==> config.mk <==
export PLATFORM = sky130hd
export DESIGN_NAME = lcd_3wire_arbiter
export DESIGN_NICKNAME = d
export VERILOG_FILES = /design/src/rtl/lcd_3wire_pkg.sv /design/src/rtl/lcd_3wire_rr_arb.sv /design/src/rtl/lcd_3wire_arbiter.sv
export SDC_FILE = /design/constraint.sdc
export NUM_CORES = 1
export LEC_CHECK = 0
export ABC_AREA = 1
export BUFFER_PORTS_ARGS = -buffer_cell sky130_fd_sc_hd__buf_2
export CORE_MARGIN = 8
export CORE_UTILIZATION = 45
export CTS_CLUSTER_DIAMETER = 30
export DETAILED_ROUTE_END_ITERATION = 10
export PLACE_DENSITY = 0.73
export REMOVE_ABC_BUFFERS = 1
export SETUP_SLACK_MARGIN = 0.2
export SLEW_MARGIN = 5
export SYNTH_ARGS = -nofsm -noshare
export SYNTH_HDL_FRONTEND = slang
export SYNTH_SLANG_ARGS = --single-unit
==> constraint.sdc <==
create_clock -name iCLK -period 1.6 [get_ports iCLK]
set_input_delay 0.08 -clock iCLK [delete_from_list [all_inputs] [get_ports iCLK]]
set_output_delay 0.08 -clock iCLK [all_outputs]
set_load 0.02 [all_outputs]
==> src/rtl/lcd_3wire_pkg.sv <==
// Shared types and defaults for the three-wire LCD word arbiter.
// Holds the FSM state encoding, word field layout and counter sizing helper.
package lcd_3wire_pkg;

    localparam int ADDR_W = 6;
    localparam int RW_W   = 2;
    localparam int DATA_W = 8;
    localparam int WORD_W = ADDR_W + RW_W + DATA_W;

    localparam int DEF_MAX_RETRY  = 3;
    localparam int DEF_GAP_CYCLES = 2;
    localparam int DEF_TIMEOUT    = 1023;

    typedef enum logic [1:0] {
        ST_IDLE,
        ST_START,
        ST_WAIT,
        ST_GAP
    } state_t;

    typedef struct packed {
        logic [ADDR_W-1:0] addr;
        logic [RW_W-1:0]   rw;
        logic [DATA_W-1:0] data;
    } word_t;

    // Bits needed to hold values 0..max_val, never less than one.
    function automatic int cnt_width(input int max_val);
        return (max_val < 2) ? 1 : $clog2(max_val + 1);
    endfunction

endpackage

==> src/rtl/lcd_3wire_rr_arb.sv <==
// Two-way round-robin selector: on a tie the requester not granted last wins.
// After reset the pointer favours requester 0.
module lcd_3wire_rr_arb (
    input  logic       clk,
    input  logic       rst,
    input  logic [1:0] req,
    input  logic       take,
    output logic       win,
    output logic       valid
);

    logic last_reg;

    always_comb begin
        valid = |req;
        win   = (req == 2'b11) ? ~last_reg : req[1];
    end

    always_ff @(posedge clk or posedge rst) begin
        if (rst) begin
            last_reg <= 1'b1;
        end else if (take && valid) begin
            last_reg <= win;
        end
    end

endmodule

==> src/rtl/lcd_3wire_arbiter.sv <==
// Arbitrates two word sources onto one three-wire serial engine, with
// NACK/timeout retries, inter-word gap and a saturating error counter.
module lcd_3wire_arbiter
    import lcd_3wire_pkg::*;
#(
    parameter int MAX_RETRY  = DEF_MAX_RETRY,
    parameter int GAP_CYCLES = DEF_GAP_CYCLES,
    parameter int TIMEOUT    = DEF_TIMEOUT
) (
    input  logic              iCLK,
    input  logic              iRST,
    input  logic              iREQ0,
    input  logic              iREQ1,
    input  logic [WORD_W-1:0] iDATA0,
    input  logic [WORD_W-1:0] iDATA1,
    output logic              oGNT0,
    output logic              oGNT1,
    output logic              oDONE0,
    output logic              oDONE1,
    output logic              oERR0,
    output logic              oERR1,
    output logic              oSTR,
    output logic [WORD_W-1:0] oDATA,
    input  logic              iRDY,
    input  logic              iACK,
    output logic              oBUSY,
    output logic [7:0]        oERR_CNT
);

    localparam int RT_W = cnt_width(MAX_RETRY);
    localparam int GP_W = cnt_width(GAP_CYCLES);
    localparam int WD_W = cnt_width(TIMEOUT);

    state_t          state_reg, state_next;
    word_t           data_reg, data_next;
    logic            owner_reg, owner_next;
    logic [RT_W-1:0] retry_reg, retry_next;
    logic            pend_reg, pend_next;
    logic [WD_W-1:0] wd_reg, wd_next;
    logic [GP_W-1:0] gap_reg, gap_next;
    logic            str_reg, str_next;
    logic            gnt_reg, gnt_next;
    logic            done_reg, done_next;
    logic            err_reg, err_next;
    logic [7:0]      err_cnt_reg, err_cnt_next;

    logic       fail;
    logic       take;
    logic       win;
    logic       win_valid;
    logic [1:0] req;
    logic [1:0] gnt_vec, done_vec, err_vec;

    assign req = {iREQ1, iREQ0};

    lcd_3wire_rr_arb u_arb (
        .clk   (iCLK),
        .rst   (iRST),
        .req   (req),
        .take  (take),
        .win   (win),
        .valid (win_valid)
    );

    always_ff @(posedge iCLK or posedge iRST) begin
        if (iRST) begin
            state_reg   <= ST_IDLE;
            data_reg    <= '0;
            owner_reg   <= 1'b0;
            retry_reg   <= '0;
            pend_reg    <= 1'b0;
            wd_reg      <= '0;
            gap_reg     <= '0;
            str_reg     <= 1'b0;
            gnt_reg     <= 1'b0;
            done_reg    <= 1'b0;
            err_reg     <= 1'b0;
            err_cnt_reg <= '0;
        end else begin
            state_reg   <= state_next;
            data_reg    <= data_next;
            owner_reg   <= owner_next;
            retry_reg   <= retry_next;
            pend_reg    <= pend_next;
            wd_reg      <= wd_next;
            gap_reg     <= gap_next;
            str_reg     <= str_next;
            gnt_reg     <= gnt_next;
            done_reg    <= done_next;
            err_reg     <= err_next;
            err_cnt_reg <= err_cnt_next;
        end
    end

    always_comb begin
        state_next   = state_reg;
        data_next    = data_reg;
        owner_next   = owner_reg;
        retry_next   = retry_reg;
        pend_next    = pend_reg;
        wd_next      = wd_reg;
        gap_next     = gap_reg;
        str_next     = str_reg;
        err_cnt_next = err_cnt_reg;
        gnt_next     = 1'b0;
        done_next    = 1'b0;
        err_next     = 1'b0;
        take         = 1'b0;
        fail         = 1'b0;

        case (state_reg)
            ST_IDLE: begin
                if (win_valid) begin
                    take       = 1'b1;
                    data_next  = win ? word_t'(iDATA1) : word_t'(iDATA0);
                    owner_next = win;
                    gnt_next   = 1'b1;
                    retry_next = '0;
                    pend_next  = 1'b0;
                    state_next = ST_START;
                end
            end
            ST_START: begin
                str_next   = 1'b1;
                wd_next    = '0;
                state_next = ST_WAIT;
            end
            ST_WAIT: begin
                if (iRDY) begin
                    str_next = 1'b0;
                    if (iACK) begin
                        done_next  = 1'b1;
                        gap_next   = '0;
                        state_next = ST_GAP;
                    end else begin
                        fail = 1'b1;
                    end
                end else if (wd_reg == WD_W'(TIMEOUT - 1)) begin
                    str_next = 1'b0;
                    fail     = 1'b1;
                end else begin
                    wd_next = wd_reg + WD_W'(1);
                end
            end
            ST_GAP: begin
                if (gap_reg == GP_W'(GAP_CYCLES - 1)) begin
                    // A pending retry reissues the latched word without re-arbitrating.
                    if (pend_reg) begin
                        pend_next  = 1'b0;
                        state_next = ST_START;
                    end else begin
                        state_next = ST_IDLE;
                    end
                end else begin
                    gap_next = gap_reg + GP_W'(1);
                end
            end
            default: state_next = ST_IDLE;
        endcase

        if (fail) begin
            gap_next   = '0;
            state_next = ST_GAP;
            if (retry_reg < RT_W'(MAX_RETRY)) begin
                retry_next = retry_reg + RT_W'(1);
                pend_next  = 1'b1;
            end else begin
                err_next = 1'b1;
                if (err_cnt_reg != 8'hFF) begin
                    err_cnt_next = err_cnt_reg + 8'd1;
                end
            end
        end
    end

    // Route the shared pulse registers to whichever requester owns the word.
    generate
        for (genvar gi = 0; gi < 2; gi++) begin : g_req
            assign gnt_vec[gi]  = gnt_reg  && (owner_reg == 1'(gi));
            assign done_vec[gi] = done_reg && (owner_reg == 1'(gi));
            assign err_vec[gi]  = err_reg  && (owner_reg == 1'(gi));
        end
    endgenerate

    assign oGNT0    = gnt_vec[0];
    assign oGNT1    = gnt_vec[1];
    assign oDONE0   = done_vec[0];
    assign oDONE1   = done_vec[1];
    assign oERR0    = err_vec[0];
    assign oERR1    = err_vec[1];
    assign oSTR     = str_reg;
    assign oDATA    = data_reg;
    assign oBUSY    = (state_reg != ST_IDLE);
    assign oERR_CNT = err_cnt_reg;

endmodule

==> impl_metrics.ini <==
[setup_path]
end_kind = flop
slowest_stage = dfrtp_2
arrival_ns = 1.78
critical_path.max_fanout = 4
crit_family = flip-flops
worst_path_largest_cell_delay_ns = 0.43
crit_top_cell = buf_4
crit_type = flop to flop
start_kind = flop
path_cells = inv_2 -> buf_4 -> buf_4 -> ha_1 -> o31ai_1 -> nand2_1
crit_required_ns = 1.79
worstPathBufferInverterCount = 3

[floorplanning]
dieHeight_microns = 92.3
start_util = 0.469
rows = 27
core_region_area_sq_mm = 0.00557
die_w_microns = 92.3
io_pins = 70
dieArea_sq_mm = 0.00851

[synthesis]
ys_warn_count = 0
synthSimpleGateAreaFrac = 0.285
synth-xor-area-share = 0.0268
synth_compound_area_frac = 0.117
synth.cell_area_sq_mm = 0.00262
ys_types = 28
ys_seq_area_frac = 0.450
postSynthCellCount = 325
syn_avg_cell_area_sq_um = 8.05
synth_seq_cells = 47
synthAdderAreaFrac = 0.0526
synthMuxAreaShare = 0
synth_top_family_by_area = simple AND/OR/NAND/NOR gates

[place]
dp_hpwl_microns = 4870
placed_area_sq_mm = 0.00312
place_ws_ns = -0.00355
io_buffers = 69
place.gp.congestion = 0.841

[routing]
vias_per_cell = 5.25
vias = 2660
antenna_left = 0
first_pass_iters = 4
drc = 0
wl_microns = 7710
drt_iter0_markers = 198
wire_per_inst_microns = 15.2

[clock_network]
clk_latency_ns = 0.31
path_clk_slew_ns = 0.10
cts_buffers = 5
cts-root-buf = clkbuf_8
htreeDepth = 2
cts_tree = yes
cts.sinks = 47
clockBufferDepth = 2

[timing]
max-slew-margin-rel = 0.714
setup_tns_ns = 0
min_period_ns = 1.59
final-hold-violation-count = 0
period_share = 0.993
fin_ws_ns = 0.0116
rsz0062_at_grt = yes
hold_ws_ns = 0.00712
worstMarginPinSlew_ns = 0.428
setup_viol = 0
fmax_ghz = 0.630
fin_skew_ns = 0.00712
drv_slew = 0

[pwr]
pwr_density_cell_mw_per_mm2 = 1620
vdd_drop_max_mv = 0.937
p_leak_uw = 0.00189

[finish]
syn_to_final_growth_pct = 42.9
multi_input_area_sq_mm = 0.00147
nets = 483
fillCellCount = 415
largest_register_ff_count = 16
seqCellArea_sq_mm = 0.00118
utilization = 0.671
diodes = 0
layout-drive-gt1-share = 0.400
design_area_sq_mm = 0.00374

[grt]
grt_pass1_vias = 2614
grt_max_degree = 22
grt_antenna_before_repair = 0
grt.overflow.total = 0
grt_util_all_layers = 0.172
grt_pass1_wl_microns = 12100

[worst_hold_path]
hp-class = input port to flop

[outcome]
status = finished clean

[job]
maxCapViolCount = 0
-- worst paths after layout --
kind / from / to / slack, ns / cells past startpoint
max: state_reg[1] / pend_reg / 0.01 / 6
max reg2reg: state_reg[1] / pend_reg / 0.01 / 6
min in group asynchronous: iRST / owner_reg / 0.31 / 3
min reg2reg: oDATA[2] / oDATA[2] / 0.50 / 2
max in group asynchronous: iRST / oERR_CNT[4] / 0.74 / 4
min: iDATA1[6] / oDATA[6] / 0.007 / 3
-- report_power, final --
part / switching, uW / internal (uW)
sequential: 273 / 1570
clock: 438 / 474
combinational: 1920 / 1400
total: 2630 / 3450
-- kinds of logic after synthesis --
kind of cell,count (synthesis)
flip-flops,47
adder cells (fa/ha/maj),11
buffers and inverters,46
AND/OR/NAND/NOR,157
XOR/XNOR,8
AO/OA/AOI/OAI,56
-- synthesized netlist by cell type --
| library cell | n | area, sq um |
|---|---|---|
| or2_2 | 1 | 6.26 |
| nand3_1 | 24 | 120 |
| xor2_1 | 8 | 70.1 |
| nor2_4 | 1 | 11.3 |
| clkbuf_1 | 4 | 15.0 |
| nand4_4 | 1 | 21.3 |
| ha_1 | 11 | 138 |
| nand2_1 | 73 | 274 |
| nor2_2 | 1 | 6.26 |
| nand4_1 | 8 | 50.1 |
| nand2_4 | 2 | 22.5 |
| nor2_1 | 36 | 135 |
| a21oi_1 | 2 | 10.0 |
| o21ai_0 | 37 | 185 |
| o31ai_1 | 2 | 15.0 |
| o21bai_1 | 8 | 60.1 |
| dfrtp_1 | 46 | 1150 |
| nand2_2 | 3 | 18.8 |
| nand3_4 | 2 | 35.0 |
| inv_1 | 39 | 146 |
| nor2_8 | 1 | 20.0 |
| o21ai_1 | 6 | 30.0 |
| buf_2 | 2 | 10.0 |
| dfstp_2 | 1 | 26.3 |
| o22ai_1 | 1 | 6.26 |
| nand3_2 | 1 | 10.0 |
| nor3_1 | 3 | 15.0 |
| buf_4 | 1 | 7.51 |
-- final cells by class --
| cell class | count | area share |
|---|---|---|
| clock buffers | 5 | 0.0184 |
| multi-input cells | 233 | 0.392 |
| inverters | 39 | 0.0418 |
| well taps | 72 | 0.0241 |
| flip-flops and latches | 47 | 0.315 |
| repair inverters | 3 | 0.00602 |
| repair buffers | 105 | 0.189 |
| clock inverters | 3 | 0.0127 |
-- timing repair --
action,4_1_cts,5_1_grt
pin swaps,11,31
hold buffers,1,0
buffers inserted,16,3
setup endpoints to repair,43,46
gates resized for setup,37,67
cloned,4,2
endpoints found under the hold margin,18,0
-- worst min-delay path, cell delays in order --
cell     delay, ns
buf_2         0.07
nor2_1        0.03
o21ai_1       0.09
-- per-layer routing --
layer	GRT usage	part of all wire	up-vias
li1	-	-	1274
met1	0.213	0.42	1268
met2	0.284	0.50	108
met3	0.0522	0.069	10
met4	0.0470	0.012	0
met5	0	0	-
-- placed cells by master, fill, tap and decap left out, drive strengths merged --
cell / n
clkbuf: 6
clkinv: 1
dfstp: 1
buf: 103
nand2: 79
ha: 11
inv: 38
or2: 1
dfrtp: 46
a21oi: 2
bufinv: 1
nor3: 3
nand4: 9
o22ai: 1
dlygate4sd3: 1
nand3: 27
xor2: 8
o21ai: 43
o31ai: 2
nor2: 39
o21bai: 8
clkinvlp: 5
-- stage by stage --
step	cells	power [uW]
after floorplan	318	3170
after global placement	473	3910
after detailed placement	473	3980
after CTS	502	5420
after global routing	507	6480
final	507	6070
Note: power is estimated with default switching activity, not from simulation.
